[src/rtl/mem_access_unit.sv]
// Load/store front end for a byte-addressed big-endian word memory.
// Sub-word stores are done as read-modify-write because the memory only commits full words.
module mem_access_unit #(
    parameter int unsigned MEM_DEPTH = 250000
) (
    input  logic        clock,
    input  logic        reset,
    input  logic        req_valid,
    output logic        req_ready,
    input  logic        req_we,
    input  logic [1:0]  req_size,
    input  logic        req_signed,
    input  logic [31:0] req_addr,
    input  logic [31:0] req_wdata,
    output logic        resp_valid,
    output logic [31:0] resp_rdata,
    output logic        resp_err,
    output logic [31:0] mem_addr_32,
    output logic [31:0] mem_data_out_32,
    input  logic [31:0] mem_data_in_32,
    output logic        mem_rw,
    output logic        mem_en
);

    typedef enum logic [1:0] {
        IDLE = 2'd0,
        RD   = 2'd1,
        WR   = 2'd2,
        RESP = 2'd3
    } state_t;

    localparam logic [1:0] SZ_BYTE = 2'b00;
    localparam logic [1:0] SZ_HALF = 2'b01;
    localparam logic [1:0] SZ_WORD = 2'b10;
    localparam logic [1:0] SZ_RSVD = 2'b11;

    state_t      state_q, state_d;
    logic        we_q, we_d;
    logic [1:0]  size_q, size_d;
    logic        signed_q, signed_d;
    logic [31:0] addr_q, addr_d;
    logic [31:0] wdata_q, wdata_d;
    logic [31:0] word_q, word_d;
    logic        err_q, err_d;

    logic [31:0] word_addr;
    logic [1:0]  offset;
    logic [32:0] req_last_byte;
    logic        req_err;
    logic [31:0] load_val;
    logic [31:0] merged;

    assign word_addr = {addr_q[31:2], 2'b00};
    assign offset    = addr_q[1:0];

    // Widened by one bit so addresses near 2^32 cannot wrap past the depth check.
    assign req_last_byte = {1'b0, req_addr[31:2], 2'b00} + 33'd3;

    always_comb begin
        req_err = 1'b0;
        if (req_size == SZ_RSVD)
            req_err = 1'b1;
        if (req_size == SZ_HALF && req_addr[0])
            req_err = 1'b1;
        if (req_size == SZ_WORD && req_addr[1:0] != 2'b00)
            req_err = 1'b1;
        if (req_last_byte > 33'(MEM_DEPTH))
            req_err = 1'b1;
    end

    // Lane extraction; offset 0 is the most significant byte.
    always_comb begin
        load_val = word_q;
        case (size_q)
            SZ_BYTE: begin
                case (offset)
                    2'd0:    load_val = {24'd0, word_q[31:24]};
                    2'd1:    load_val = {24'd0, word_q[23:16]};
                    2'd2:    load_val = {24'd0, word_q[15:8]};
                    default: load_val = {24'd0, word_q[7:0]};
                endcase
                if (signed_q && load_val[7])
                    load_val[31:8] = '1;
            end
            SZ_HALF: begin
                load_val = offset[1] ? {16'd0, word_q[15:0]} : {16'd0, word_q[31:16]};
                if (signed_q && load_val[15])
                    load_val[31:16] = '1;
            end
            default: load_val = word_q;
        endcase
    end

    always_comb begin
        merged = word_q;
        case (size_q)
            SZ_BYTE: begin
                case (offset)
                    2'd0:    merged[31:24] = wdata_q[7:0];
                    2'd1:    merged[23:16] = wdata_q[7:0];
                    2'd2:    merged[15:8]  = wdata_q[7:0];
                    default: merged[7:0]   = wdata_q[7:0];
                endcase
            end
            SZ_HALF: begin
                if (offset[1])
                    merged[15:0] = wdata_q[15:0];
                else
                    merged[31:16] = wdata_q[15:0];
            end
            default: merged = wdata_q;
        endcase
    end

    always_comb begin
        state_d  = state_q;
        we_d     = we_q;
        size_d   = size_q;
        signed_d = signed_q;
        addr_d   = addr_q;
        wdata_d  = wdata_q;
        word_d   = word_q;
        err_d    = err_q;
        case (state_q)
            IDLE: begin
                if (req_valid) begin
                    we_d     = req_we;
                    size_d   = req_size;
                    signed_d = req_signed;
                    addr_d   = req_addr;
                    wdata_d  = req_wdata;
                    err_d    = req_err;
                    if (req_err)
                        state_d = RESP;
                    else if (req_we && req_size == SZ_WORD)
                        state_d = WR;
                    else
                        state_d = RD;
                end
            end
            RD: begin
                word_d  = mem_data_in_32;
                state_d = we_q ? WR : RESP;
            end
            WR:      state_d = RESP;
            RESP:    state_d = IDLE;
            default: state_d = IDLE;
        endcase
    end

    always_ff @(posedge clock or posedge reset) begin
        if (reset) begin
            state_q  <= IDLE;
            we_q     <= 1'b0;
            size_q   <= 2'b00;
            signed_q <= 1'b0;
            addr_q   <= 32'd0;
            wdata_q  <= 32'd0;
            word_q   <= 32'd0;
            err_q    <= 1'b0;
        end else begin
            state_q  <= state_d;
            we_q     <= we_d;
            size_q   <= size_d;
            signed_q <= signed_d;
            addr_q   <= addr_d;
            wdata_q  <= wdata_d;
            word_q   <= word_d;
            err_q    <= err_d;
        end
    end

    // Memory port is a pure decode of registered state, so it never glitches mid-cycle.
    always_comb begin
        mem_en          = 1'b0;
        mem_rw          = 1'b1;
        mem_addr_32     = 32'd0;
        mem_data_out_32 = 32'd0;
        case (state_q)
            RD: begin
                mem_en      = 1'b1;
                mem_addr_32 = word_addr;
            end
            WR: begin
                mem_en          = 1'b1;
                mem_rw          = 1'b0;
                mem_addr_32     = word_addr;
                mem_data_out_32 = merged;
            end
            default: ;
        endcase
    end

    assign req_ready  = (state_q == IDLE);
    assign resp_valid = (state_q == RESP);
    assign resp_err   = (state_q == RESP) && err_q;
    assign resp_rdata = (state_q == RESP && !we_q && !err_q) ? load_val : 32'd0;

endmodule

[config.mk]
export PLATFORM = sky130hd
export DESIGN_NAME = mem_access_unit
export DESIGN_NICKNAME = d
export VERILOG_FILES = /design/src/rtl/mem_access_unit.sv
export SDC_FILE = /design/constraint.sdc
export NUM_CORES = 1
export LEC_CHECK = 0
export ABC_AREA = 1
export ABC_CLOCK_PERIOD_IN_PS = 7500
export BUFFER_PORTS_ARGS = -buffer_cell sky130_fd_sc_hd__buf_2
export CAP_MARGIN = 20
export CORE_UTILIZATION = 30
export DETAILED_ROUTE_END_ITERATION = 12
export GPL_TIMING_DRIVEN = 0
export PLACE_DENSITY = 0.54
export SLEW_MARGIN = 20
export SYNTH_ARGS = -nofsm -noshare
export SYNTH_HDL_FRONTEND = slang
export SYNTH_SLANG_ARGS = --single-unit
[constraint.sdc]
create_clock -name clock -period 7.5 [get_ports clock]
set_input_delay 1.5 -clock clock [delete_from_list [all_inputs] [get_ports clock]]
set_output_delay 1.5 -clock clock [all_outputs]
set_load 0.05 [all_outputs]
; Yosys cells after proc, flatten, opt, wreduce, memory -nomap -nowiden
; Cells that the tools add are included.
[totals]
inputBits = 103
regBits = 103
out_inout_bits = 101
[op_classes]
addsub = 1
n_reduce_logical = 17
n_lt_le_gt_ge = 1
muxes = 27
n_eq_ne = 10
[op_table]
columns = cell, count
row1 = $mux W32, 4
row2 = $pmux W32 S2, 2
row3 = $mux W16, 4
row4 = $add A32 B2 Y33 const B, 1
row5 = $gt A33 B18 Y1 const B, 1
row6 = $mux W8, 4
row7 = $mux W24, 1
row8 = $pmux W8 S3, 1
row9 = $eq A2 B2 Y1 const B, 5
row10 = $eq A2 B1 Y1 const B, 4
row11 = $logic_and A1 B1 Y1, 8
row12 = $pmux W2 S4, 1
row13 = $mux W1, 7
row14 = $logic_not A2 Y1, 3
row15 = $mux W2, 3
row16 = $reduce_or A3 Y1, 1
row17 = $logic_not A1 Y1, 2
row18 = $ne A2 B2 Y1 const B, 1
row19 = $reduce_and A2 Y1, 1
row20 = $reduce_bool A2 Y1, 1
row21 = $reduce_or A2 Y1, 1

; Depth between registers and ports, before layout
[depth]
word_depth = 8
mapped_depth = 9
depth_no_buf = 8

; Least setup slack after synthesis
; Ideal clock, no wire load.
[synth_path]
path_type = flip-flop to output port
startpoint = register state_q[0]
endpoint = output port resp_rdata[4]
stages_incl_launch_ff = 6
t_arrival_ns = 2.390
n_path_buf = 0
setup_slack_ns = 3.610
path_cell_list = dfrtp_1 -> ha_1 -> inv_1 -> nor2_1 -> nand2_1 -> a211oi_1
[synth_between]
elab_chain_len = 4
[synth_lines]
columns = item, line
row1 = start: declaration, 37  ; state_t state_q, state_d;
row2 = start signal: assignment, 162  ; state_q <= state_d;
row3 = $eq A2 B2 Y1, -
row4 = net resp_valid, 15  ; output logic resp_valid,
row5 = $logic_and A1 B1 Y1 (2 in a row), 197  ; assign resp_rdata = (state_q == RESP && !we_q && !err_q) ? load_val : 32'd0;
row6 = $mux W32, 197
row7 = end: declaration, 16  ; output logic [31:0] resp_rdata,
; The timed path passes the listed nets, and every way through them passes these cells.

; Final worst setup path
[layout_path]
startpoint = register size_q[1]
endpoint = output port mem_data_out_32[0]
[layout_between]
elab_chain_len = 3
word_cells_on_any_way = 4
cone_classes = eq/ne: 1 / mux: 2 / reduce/logical: 1
[layout_lines]
columns = item, line
row1 = start: declaration, 39  ; logic [1:0] size_q, size_d;
row2 = start signal: assignment, 164  ; size_q <= size_d;
row3 = $eq A2 B1 Y1 or $logic_not A2 Y1 (tied branches), 96  ; case (size_q)
row4 = $pmux W32 S2 *, 96
row5 = $mux W32 *, 179  ; case (state_q)
row6 = end: declaration, 19  ; output logic [31:0] mem_data_out_32,
; Every way passes the cells marked *; elsewhere a longest branch is shown, timed or not.

==> results.json <==
{
  "status": "completed",
  "grt_pass1_vias": 5984,
  "muxShareOfSynthArea": 0.00570,
  "r2r_slack_ns": 5.52,
  "whs_ns": 0.488,
  "clock.fmax_ghz": 0.251,
  "die_h_um": 143,
  "peakVddDrop_mv": 0.298,
  "cts_buffer_depth": 2,
  "ys_seq_area_frac": 0.435,
  "cap_viol_max_count": 0,
  "insertion_delay_ns": 0.37,
  "synthToLayoutAreaGrowth_pct": 28.9,
  "synth-async-reset-ratio": 1.00,
  "dr.pass1.iters": 5,
  "synth_xor_area_frac": 0,
  "final_layout_size_suffix_gt1_frac": 0.237,
  "avgRoutedWirePerCell_um": 16.9,
  "grt_setup_unrepaired": "false",
  "r2r_end": "word_q[6]",
  "ant_nets": 0,
  "hold_viol": 0,
  "leakagePower_nw": 4.16,
  "clock-root-buffer": "clkbuf_16",
  "p_seq_frac": 0.259,
  "ys.warnings.count": 0,
  "period_needed_ns": 3.99,
  "final_cell_count_no_fill": 1337,
  "synth_edf_count": 0,
  "hold_depth": 2,
  "syn_area_per_cell_um2": 6.97,
  "io_buffers": 201,
  "cts_buffers": 9,
  "routed_wl_mm": 22.6,
  "ctsHoldBuffers": 0,
  "nets": 1171,
  "crit_end": "mem_data_out_32[0]",
  "combinationalPowerShare": 0.612,
  "antenna_found_initial": 5,
  "power-per-cell-area_mw_per_mm2": 542,
  "synth_area_mm2": 0.00593,
  "cts_tree": "built",
  "reg2reg_from": "state_q[1]",
  "drt_iter0_drc": 436,
  "crit_fanout": 10,
  "p_switching_w": 0.00241,
  "synthDistinctLibCells": 32,
  "startpoint_type": "flop",
  "reg2regPathDepth": 5,
  "synth_top_family_by_area": "simple AND/OR/NAND/NOR gates",
  "placementRows": 51,
  "cp.required_ns": 6.00,
  "relSlewSlack": 0.615,
  "gr-usage-all-layers": 0.225,
  "swShare": 0.582,
  "drc": 0,
  "crit_start": "size_q[1]",
  "report.final.slew_viol_count": 0,
  "fp.dieW_um": 143,
  "clkPwrFrac": 0.129,
  "endpoint_kind": "output port",
  "dieArea_mm2": 0.0203,
  "grt_max_degree": 59,
  "synth.ff_latch_count": 103,
  "clk_pin_slew_worst_paths_ns": 0.08,
  "fin_crit_sh": 0.532,
  "synth-simple-area-share": 0.233,
  "dpl.hpwl_mm": 17.9,
  "avgViaCountPerCell": 4.81,
  "grt_pass1_wl_mm": 34.0,
  "ios": 204,
  "ctsResizeCount": 0,
  "core_region_area_mm2": 0.0194,
  "arrival_ns": 2.49,
  "cts_num_sinks": 103,
  "hold_path_class": "flop to flop",
  "synth_adder_area_share": 0.00845,
  "htree_levels": 3,
  "gp_congestion": 0.916,
  "setup-violations-final": 0,
  "initial_core_util": 0.305,
  "fin_skew_ns": 0.00792,
  "grt-ovfl-total": 0,
  "crit_type": "flop to output port",
  "synth_compound_area_frac": 0.213,
  "place_inst": 1318,
  "worst_pin_slew_ns": 0.577,
  "synthCells": 850,
  "timing.setup.tns_ns": 0,
  "dr_total_vias": 6433,
  "post_cts_buffers": 0,
  "synth-main-ff-cell": "dfrtp_1",
  "p_int_w": 0.00173
}
-- worst min-delay path by stage --
stage	start	to	slack (ns)
floorplan	wdata_q[30]	wdata_q[30]	0.44
global placement	addr_q[15]	addr_q[15]	0.46
detailed placement	addr_q[16]	addr_q[16]	0.47
CTS	wdata_q[24]	wdata_q[24]	0.49
global route	wdata_q[24]	wdata_q[24]	0.50
finish	addr_q[22]	addr_q[22]	0.49
-- metal layers --
metal,routed length [um],track usage
met1,9720,0.296
met5,13,0
met2,10400,0.363
met4,530,0.0770
met3,1990,0.0515
-- cell usage after synthesis (2+ instances only) --
library cell | count | area share
nand2_1 | 262 | 0.17
o21ai_0 | 137 | 0.12
inv_1 | 106 | 0.067
dfrtp_1 | 103 | 0.43
a21oi_1 | 82 | 0.069
nor2_1 | 48 | 0.030
clkbuf_1 | 36 | 0.023
o22ai_1 | 13 | 0.014
nor2_2 | 12 | 0.013
a31oi_1 | 5 | 0.0053
nand3_1 | 5 | 0.0042
buf_2 | 4 | 0.0034
buf_4 | 4 | 0.0051
ha_1 | 4 | 0.0084
clkinv_1 | 3 | 0.0019
mux2_2 | 3 | 0.0057
o211ai_1 | 3 | 0.0038
a22oi_1 | 2 | 0.0025
inv_2 | 2 | 0.0013
nand3_4 | 2 | 0.0059
nand4_1 | 2 | 0.0021
nor2_4 | 2 | 0.0038
-- critical path, cell delays in order (launching register included) --
cell	delay, ns
dfrtp_1	0.32
buf_4	0.22
clkinv_1	0.26
nand3_2	0.25
inv_2	0.07
nor2_1	0.12
buf_2	0.22
o21ai_0	0.09
a21oi_1	0.25
buf_2	0.32
-- power by group through the flow --
stage | combinational, W | sequential (W) | clock [W]
4_1_cts | 0.00253 | 0.00106 | 0.000546
3_3_place_gp | 0.00250 | 0.00107 | 0
5_1_grt | 0.00276 | 0.00110 | 0.000565
6_report | 0.00253 | 0.00107 | 0.000535
2_1_floorplan | 0.00189 | 0.000964 | 0
3_5_place_dp | 0.00252 | 0.00107 | 0
-- cells by family (layout without fill, tap and decap cells) --
kind of cell,count (synthesis),after routing
muxes,3,3
buffers and inverters,157,375
AOI/OAI and AO/OA,244,244
other,1,5
DFF,103,103
and+or+nand+nor,338,338
adders and majority gates,4,4
-- layout make-up --
cell class,count,area [um2]
fillers,2150,11800
multi-input cells,591,2740
flip-flops and latches,103,2580
repair buffers,202,1030
inverters,111,422
well taps,265,332
clock buffers,9,225
plain buffers,46,200
clock inverters,7,105
diodes,3,7.51
-- cells in the final DEF, fill, tap and decap left out, drive strengths merged, types with 3 or more instances in the layout --
cell type	n
nand2	263
buf	212
o21ai	137
inv	110
dfrtp	103
a21oi	82
nor2	63
clkbuf	45
o22ai	13
nand3	8
clkinv	6
a31oi	5
ha	4
diode	3
mux2	3
o211ai	3
-- through the flow --
stage | total power [W] | setup WS, ns | util | cell area (um2)
6_report | 0.00414 | 3.51 | 0.394 | 7640
5_1_grt | 0.00442 | 3.34 | 0.393 | 7630
4_1_cts | 0.00413 | 3.54 | 0.393 | 7630
3_5_place_dp | 0.00359 | 3.95 | 0.376 | 7300
3_3_place_gp | 0.00357 | 1.89 | 0.375 | 7270
2_1_floorplan | 0.00285 | 3.30 | - | 5930
-- registers in the layout, indices dropped and copies added (netlist names) --
| name | flops |
|---|---|
| state_q | 2 |
| signed_q | 1 |
| size_q | 2 |
| addr_q | 32 |
| err_q | 1 |
| wdata_q | 32 |
| we_q | 1 |
| word_q | 32 |
No activity file was read; power rests on OpenSTA's default activity.
